`config.mk`:
```
export PLATFORM = sky130hd
export DESIGN_NAME = rf_wb_arbiter
export DESIGN_NICKNAME = d
export VERILOG_FILES = /design/src/rtl/rf_wb_arbiter.sv
export SDC_FILE = /design/constraint.sdc
export NUM_CORES = 1
export LEC_CHECK = 0
export BUFFER_PORTS_ARGS = -buffer_cell sky130_fd_sc_hd__clkbuf_2
export CAP_MARGIN = 15
export CORE_MARGIN = 2
export CORE_UTILIZATION = 51
export CTS_CLUSTER_DIAMETER = 80
export DETAILED_ROUTE_END_ITERATION = 7
export HOLD_SLACK_MARGIN = 0.12
export PLACE_DENSITY = 0.91
export SLEW_MARGIN = 0
export SYNTH_ARGS = -nofsm -noshare
export SYNTH_HDL_FRONTEND = slang
export SYNTH_SLANG_ARGS = --single-unit
```
`constraint.sdc`:
```
create_clock -name clk -period 2.56 [get_ports clk]
set_input_delay 0.256 -clock clk [delete_from_list [all_inputs] [get_ports clk]]
set_output_delay 0.256 -clock clk [all_outputs]
set_load 0.1 [all_outputs]
```
`src/rtl/rf_wb_arbiter.sv`:
```
// Two-requester round-robin writeback arbiter driving a register-file write port,
// with a per-register pending-write scoreboard set at issue and cleared at writeback.
module rf_wb_arbiter #(
    parameter int DW = 32,
    parameter int AW = 5
) (
    input  logic               clk,
    input  logic               rst,
    input  logic               req0_valid,
    input  logic [AW-1:0]      req0_addr,
    input  logic [DW-1:0]      req0_data,
    output logic               req0_ready,
    input  logic               req1_valid,
    input  logic [AW-1:0]      req1_addr,
    input  logic [DW-1:0]      req1_data,
    output logic               req1_ready,
    input  logic               rsv_valid,
    input  logic [AW-1:0]      rsv_addr,
    output logic               WE3,
    output logic [AW-1:0]      A3,
    output logic [DW-1:0]      WD3,
    output logic [2**AW-1:0]   busy
);

    localparam int NREG = 2**AW;

    typedef enum logic {
        LAST_REQ0 = 1'b0,
        LAST_REQ1 = 1'b1
    } last_e;

    last_e           last_q;
    last_e           last_d;
    logic            sel;
    logic            xfer;
    logic [AW-1:0]   xaddr;
    logic [DW-1:0]   xdata;
    logic [NREG-1:0] busy_d;

    // Last-grant pointer starts at requester 1 so requester 0 wins the first contention.
    always_ff @(posedge clk or negedge rst) begin
        if (!rst) begin
            last_q <= LAST_REQ1;
        end else begin
            last_q <= last_d;
        end
    end

    always_comb begin
        last_d = last_q;
        if (xfer) begin
            last_d = sel ? LAST_REQ1 : LAST_REQ0;
        end
    end

    always_comb begin
        sel = 1'b0;
        if (req0_valid && req1_valid) begin
            sel = (last_q == LAST_REQ0);
        end else begin
            sel = req1_valid;
        end
        req0_ready = rst & req0_valid & ~sel;
        req1_ready = rst & req1_valid & sel;
        xfer       = req0_ready | req1_ready;
        xaddr      = sel ? req1_addr : req0_addr;
        xdata      = sel ? req1_data : req0_data;
    end

    // Reserve is applied after the clear so a same-address reserve keeps the bit set.
    always_comb begin
        busy_d = busy;
        if (xfer) begin
            busy_d[xaddr] = 1'b0;
        end
        if (rsv_valid) begin
            busy_d[rsv_addr] = 1'b1;
        end
        busy_d[0] = 1'b0;
    end

    always_ff @(posedge clk or negedge rst) begin
        if (!rst) begin
            busy <= '0;
        end else begin
            busy <= busy_d;
        end
    end

    always_ff @(posedge clk or negedge rst) begin
        if (!rst) begin
            WE3 <= 1'b0;
            A3  <= '0;
            WD3 <= '0;
        end else begin
            WE3 <= xfer && (xaddr != '0);
            if (xfer) begin
                A3  <= xaddr;
                WD3 <= xdata;
            end
        end
    end

endmodule

```
== Word-level counts from Yosys, hierarchy flattened ==
Cells that the tools add are included.

* Output and inout port bits: 72
* Input bits: 84
* Bits in registers: 70

* Order comparisons: 4
* Mux-type cells: 10
* Reduce and logical (&&, ||, !) cells: 5
* Bitwise operators: 10

{| class="wikitable"
|+ Operators with widths
! kind !! number
|-
| 2-to-1 mux 32 bit || 3
|-
| AND 32 bit || 1
|-
| inverter 32 bit || 1
|-
| OR 32 bit || 1
|-
| < comparator 5 x 6 -> 1 bit (second input constant) || 2
|-
| demux 1 bit (select 5 bit) || 2
|-
| >= comparator 5 x 1 -> 1 bit (second input constant) || 2
|-
| 2-to-1 mux 5 bit || 1
|-
| nonzero test 5 bit || 1
|-
| AND 1 bit || 4
|-
| logical AND 1 bit || 4
|-
| 2-to-1 mux 1 bit || 4
|-
| inverter 1 bit || 2
|-
| OR 1 bit || 1
|}

== Depth between registers and ports, before layout ==
Gate-level depths: netlist of the first run.

* Depth in word-level cells: 12
* Mapped depth: 6
* Gate-level depth less buffers: 4

== Least setup slack after synthesis of the first run ==
OpenSTA, ideal clock, no wires.

* Kind: register -> output
* Start: register last_q
* End: output port req0_ready
* Path buffers: 3
* Data required time: 2.304 ns
* Slack: 0.347 ns
* Stages on the path, launching flop included: 6
* Arrival: 1.957 ns
* Cells stage by stage: dfstp_2 a21bo_1 buf_2 buf_4 buf_4 and3_1

* Word-level cells in the longest chain between the ends: 4

{| class="wikitable"
|+ Ends and longest elaborated chain
! element !! RTL line !! RTL
|-
| start: declaration || 32 || <nowiki>last_e last_q;</nowiki>
|-
| start signal: assignment || 45 || <nowiki>last_q <= last_d;</nowiki>
|-
| inverter 1 bit || 59 || <nowiki>sel = (last_q == LAST_REQ0);</nowiki>
|-
| 2-to-1 mux 1 bit || 58 || <nowiki>if (req0_valid && req1_valid) begin</nowiki>
|-
| inverter 1 bit || 63 || <nowiki>req0_ready = rst & req0_valid & ~sel;</nowiki>
|-
| AND 1 bit || 63 ||
|-
| end: declaration || 12 || <nowiki>output logic req0_ready,</nowiki>
|}

Every way passes these cells.

== Worst setup path after layout of the first run ==
Same ends and word-level chain as after synthesis.

==> results of run 1 <==
## path summary, 6_finish.rpt
kind                                  endpoint  depth (start not counted)  slack (ps)                from
hold reg to reg             WD3[1]$_DFFE_PN0N_                          2         490  WD3[1]$_DFFE_PN0N_
setup / recovery                    req0_ready                          3         370  last_q$_DFFE_PN1N_
max in group asynchronous    A3[1]$_DFFE_PN0N_                          3        1230                 rst
hold / removal             WD3[27]$_DFFE_PN0N_                          3         170       req1_data[27]
min in group asynchronous    A3[2]$_DFFE_PN0N_                          2         270                 rst
setup reg to reg           WD3[21]$_DFFE_PN0N_                          4         640  last_q$_DFFE_PN1N_
## sequential cells by signal, summed over array words and instances (netlist names)
name / count
A3: 5
WD3: 32
WE3: 1
busy: 31
last_q: 1
## synthesized netlist by cell type
cell and count:
nor3_1 2, a21o_1 1, mux2i_2 1, nor3b_1 6, mux2_2 1, buf_6 1
and3_1 1, buf_1 6, o31ai_1 7, dfrtp_1 69, a21oi_2 3, buf_4 4
inv_1 24, o21ai_0 1, conb_1 1, o221ai_1 24, nand3b_1 15, nor2_1 5
a21boi_1 1, clkbuf_2 1, clkbuf_1 7, or3b_2 3, a21bo_1 1, mux2_4 3
buf_2 3, or3_1 1, o21ai_1 44, nand3_1 6, nand2_1 62, mux2i_1 41
dfstp_2 1, and2_1 1
## layout by cell type, fill, tap and decap left out, drive strengths merged
master / instances
and3: 1
or3: 1
conb: 1
a21o: 1
a21boi: 1
nand2: 62
dfstp: 1
dlygate4sd3: 1
nor3: 2
nor3b: 6
dfrtp: 69
inv: 25
bufinv: 3
clkinv: 3
a21oi: 3
o31ai: 7
mux2: 4
a21bo: 1
clkbuf: 162
nand3b: 15
nor2: 5
buf: 5
o221ai: 24
nand3: 6
and2: 1
o21ai: 45
or3b: 3
mux2i: 42
## power breakdown
group / switching (mW) / leakage, nW / total [mW] / internal (mW)
Combinational: 1.20 / 1.61 / 1.45 / 0.255
Sequential: 0.0716 / 0.773 / 1.30 / 1.23
Clock: 0.452 / 0.124 / 1.10 / 0.652
## area by class of cell
type	instances	area (µm²)
Fill cell	566	2151
Timing Repair Buffer	159	813.3
Tap cell	80	100.1
Inverter	24	90.09
Sequential cell	70	1753
Multi-Input combinational cell	231	1529
Clock buffer	9	123.9
Clock inverter	7	121.4
## routing by layer
| metal | part of all wire, % | routed length [µm] |
|---|---|---|
| met1 | 40 | 3707 |
| met2 | 50 | 4599 |
| met3 | 8.8 | 811 |
| met4 | 1.5 | 141 |
| met5 | 0 | 0 |
## worst max-delay path: cells and delay by family, from the launching register on
| family | cells | cell delay, ps |
|---|---|---|
| compound gates | 1 | 370 |
| buf+inv | 1 | 460 |
| flops | 1 | 540 |
| simple gates | 1 | 210 |
## repair_timing
item                      CTS  global route
hold endpoints to repair    2             0
hold buffers                1             0
setup buffers               0             0
## cells by family after synthesis
| family | after synthesis |
|---|---|
| simple gates | 102 |
| compound gates | 82 |
| flops | 70 |
| mux | 46 |
| buf+inv | 46 |
| other cells | 1 |
## metrics by stage
| step | util, % | power (mW) | hold slack (ps) |
|---|---|---|---|
| 4_1_cts | 67.81 | 3.880 | 162.6 |
| 2_1_floorplan | - | 2.486 | -39.59 |
| 5_1_grt | 67.81 | 4.002 | 175.0 |
| 3_3_place_gp | 63.99 | 2.754 | 67.86 |
| 3_5_place_dp | 63.99 | 2.778 | 69.92 |
| 6_report | 67.81 | 3.858 | 170.7 |
==> results.ini, run 1 <==
[synth]
yosys.area_share.simple_pct = 14.24
synth-xor-area-share_pct = 0
synthCells = 347
ys_seq_area_share_pct = 50.50
yosys-mux-area-fraction_pct = 13.84
syn_area_um2 = 3471
avgSynthCellArea_um2 = 10.00
synth_largest_area_cell = dfrtp_1
ys_warn_count = 0
synthAdderAreaFrac_pct = 0
synth-seq-cells = 70
synth.distinct_cells = 32
synth_nets = 431
synth_top_family_by_area = compound AO/OA/AOI/OAI gates
yosysTopAreaCellShare_pct = 49.75
synthTopCellsByArea = dfrtp_1, mux2i_1, nand2_1
synth-compound-area-share_pct = 15.54

[grt]
grt_pass1_vias = 3056
grt_start_max_net_pins = 76
grt.busiest_layer = met2
grtUsageTotal_pct = 25.40
grt_antenna_before_repair = 0
grtUsageMet3_pct = 6.762
use_met1_pct = 31.69
met2_usage_pct = 43.15
grt_pass1_wl_mm = 14.77
overflow = 0

[floorplan]
fp-row-count = 30
die_h_um = 86.50
dieArea_um2 = 7481
core_area_um2 = 6681
io_pins = 156
start_util_pct = 51.95
die_w_um = 86.50

[cts]
clock_sinks = 70
clockRootBuffer = clkbuf_8
ctsResizeCount = 0
clk_path_buf_depth = 2
numCtsBuffers = 9
cts_tree = done
insertion_delay_ps = 350
ctsHtreeMaxLevel = 3
clk_pin_slew_ps = 80

[timing]
tightest_slew_ps = 870.7
setup_tns_ps = 0
period_minus_slack_ps = 2194
grt_setup_unrepaired = false
clock.fmax_ghz = 0.4557
hold_viol = 0
slew_violations = 0
setup_viol = 0
clock_skew_ps = 12.32
min_period_over_period_pct = 85.72
maxSlewHeadroom_pct = 41.95
setup_ws_ps = 365.6

[critical_path]
worstSetupEndpointType = primary output
crit_chain = a21bo_2 > and3_1 > clkbuf_2
slowest_stage = dfstp_2
startpoint_type = flip-flop
crit_arrival_ps = 1940
required_ps = 2300
max_stage_delay_ps = 540
crit_type = reg -> out
cp_max_fo = 15

[min_path]
hold_path.class = in -> reg

[detailed_routing]
vias = 3187
drcViolationCount = 0
initialDrtViolationCount = 194
routed_via_density = 5.495
wl_per_cell_um = 15.96
wl_mm = 9.259
drtPass1Iterations = 5
detail-route-antenna-nets = 0

[placed_design]
dpl.hpwl_mm = 6.748
place.gp.congestion = 0.7762
placed_area_um2 = 4275
port_buffers = 154
place_ws_ps = 650.9
dp.cells = 563

[pwr]
ir_worst_vdd_mv = 0.6275
p_leak_nw = 2.509
power_density_nw_per_um2 = 851.5

[status]
status = complete, no violations

[final_layout]
drive_gt1_share_pct = 37.60
antenna_cells = 0
final_area_um2 = 4531
fin_cells = 580
area_delta_synth_final_pct = 30.53
num-nets-final = 579

[flow_run]
max-cap-violations = 0

Power figures use the tool's default switching activity.
==> run 2: changes to the inputs <==
==> constraint.sdc (replaced) <==
create_clock -name clk -period 2.56 [get_ports clk]
set_input_delay 0.384 -clock clk [delete_from_list [all_inputs] [get_ports clk]]
set_output_delay 0.384 -clock clk [all_outputs]
set_load 0.1 [all_outputs]
==> run 2 against run 1 <==
Net effect:
- design area shrank 0.39%
- setup slack lost 81 ps
- highest routed layer unchanged
- sequential power is essentially flat
- power shrank 5.9%
- critical endpoint unchanged
- first-iteration DRC count shrank 26%
- wire length shrank 0.51%
- critical path depth is the same
==> results.ini, run 2 (synthesis gave the netlist of run 1 again) <==
[placed_design]
dpl.hpwl_mm = 6.915  ; +2.5%
port_buffers = 154  ; unchanged
place.gp.congestion = 0.8863  ; +14%

[cts]
ctsHtreeMaxLevel = 3  ; unchanged
ctsResizeCount = 0  ; unchanged
clk_pin_slew_ps = 80  ; about the same
numCtsBuffers = 9  ; unchanged
cts_tree = done
clock_sinks = 70  ; unchanged
insertion_delay_ps = 340  ; about the same
clk_path_buf_depth = 2  ; unchanged
clockRootBuffer = clkbuf_8

[critical_path]
critPathBufInv = 1  ; unchanged
crit_chain = a21bo_2 > and3_1 > buf_12
cp_top_family = flip-flops
required_ps = 2180  ; -120 ps
startpoint_type = flip-flop
crit_type = reg -> out
cp_max_fo = 19  ; +4
reg2regPathDepth = 4  ; unchanged
crit_arrival_ps = 1890  ; -50 ps
max_stage_delay_ps = 550  ; about the same
cp.depth = 3  ; unchanged
worstSetupEndpointType = primary output
slowest_stage = dfstp_2

[min_path]
hold_depth = 3  ; unchanged
hold_path.class = in -> reg

[timing]
tightest_slew_ps = 586.2  ; -284.5 ps
grt_setup_unrepaired = false
maxSlewHeadroom_pct = 60.15  ; +18 points
clock.fmax_ghz = 0.4395  ; -3.6%
clock_skew_ps = 11.88  ; -0.4328 ps
hold_viol = 0  ; unchanged
min_period_over_period_pct = 88.88  ; +3.2 points
slew_violations = 0  ; unchanged
period_minus_slack_ps = 2275  ; +80.83 ps
setup_viol = 0  ; unchanged
setup_tns_ps = 0  ; unchanged

[detailed_routing]
wl_mm = 9.212  ; -0.51%
wl_per_cell_um = 15.86  ; -0.68%
detail-route-antenna-nets = 0  ; unchanged
drtPass1Iterations = 4  ; -1
drcViolationCount = 0  ; unchanged
routed_via_density = 5.456  ; -0.70%
initialDrtViolationCount = 144  ; -26%
vias = 3170  ; -0.53%

[final_layout]
num-nets-final = 580  ; +0.17%
area_delta_synth_final_pct = 30.03
max_flop_register = WD3
post-route-util_pct = 67.55  ; -0.26 points
layout_commonest_cell = clkbuf_2
mostFrequentLayoutCells = clkbuf_2, dfrtp_1, nand2_1
drive_gt1_share_pct = 37.52  ; -0.075 points
antenna_cells = 0  ; unchanged
top_regs = WD3: 32 flops, busy: 31 flops, A3: 5 flops
largest_reg_flops = 32  ; unchanged

[pwr]
power_density_nw_per_um2 = 804.1  ; -5.6%
p_leak_nw = 2.500  ; -0.38%
ir_worst_vdd_mv = 0.5374  ; -14%

[floorplan]
core_area_um2 = 6681  ; unchanged
die_w_um = 86.50  ; unchanged
fp-row-count = 30  ; unchanged
start_util_pct = 51.95  ; unchanged
die_h_um = 86.50  ; unchanged
io_pins = 156  ; unchanged
dieArea_um2 = 7481  ; unchanged

[status]
status = complete, no violations

[grt]
grt_pass1_vias = 2997  ; -1.9%
grt_antenna_before_repair = 0  ; unchanged
overflow = 0  ; unchanged
grt_pass1_wl_mm = 14.43  ; -2.3%
grt_start_max_net_pins = 59  ; -22%
grtUsageTotal_pct = 25.05  ; -0.34 points

[flow_run]
max-cap-violations = 0  ; unchanged

## run 2: changes by cell type in the layout (fill, tap and decap cells not counted)
cell	change
buf_12	+2
buf_4	+1
bufinv_16	-2
clkbuf_1	+1
clkbuf_2	-2
clkinv_2	+2
inv_6	-1
## run 2: worst paths after layout
| path | from | end | slack, ps |
|---|---|---|---|
| max | last_q$_DFFE_PN1N_ | req0_ready | 280 |
| max reg2reg | last_q$_DFFE_PN1N_ | busy[6]$_DFF_PN0_ | 530 |
| min | req1_data[30] | WD3[30]$_DFFE_PN0N_ | 300 |
| min in group asynchronous | rst | WD3[30]$_DFFE_PN0N_ | 500 |
| max in group asynchronous | rst | WD3[6]$_DFFE_PN0N_ | 1120 |
| min reg2reg | WD3[20]$_DFFE_PN0N_ | WD3[20]$_DFFE_PN0N_ | 490 |
## run 2: layout make-up
class / instances / area [µm²]
timing repair buffer: 160 / 850.8
sequential: 70 / 1753
tap: 80 / 100.1
multi-input combinational: 231 / 1529
inverter: 24 / 90.09
fill: 529 / 2168
clock inverter: 6 / 62.56
clock buffer: 10 / 127.6
## run 2: report_power, final
group / internal [mW] / total (mW) / switching (mW)
registers: 1.23 / 1.30 / 0.0729
clock network: 0.448 / 0.861 / 0.413
logic: 0.263 / 1.47 / 1.20
## run 2: repair_timing
action | CTS | global route
hold endpoints to repair | 23 | 0
setup buffers | 0 | 0
hold buffers | 1 | 0
## run 2: worst register-to-register path, delay by kind of cell (launching register included)
family           cells  cell delay, ps
AO/OA/AOI/OAI        3            1160
flip-flops           1             550
AND/OR/NAND/NOR      1             180
## run 2: per-stage QoR
stage	cells	setup WS, ps	hold slack (ps)	cell area [µm²]	total power [mW]
floorplan	347	218.5	88.41	3471	2.486
global route	581	180.4	316.2	4513	3.777
detailed placement	564	503.7	332.1	4313	2.792
global placement	564	563.6	325.6	4313	2.764
CTS	581	260.2	295.0	4513	3.654
finish	581	284.7	300.2	4513	3.629
## run 2: per-layer routing
layer	global-route usage, %	part of all wire [%]
met5	0	0
met4	10.65	2.3
met3	5.143	6.8
met2	43.15	49
met1	30.55	42
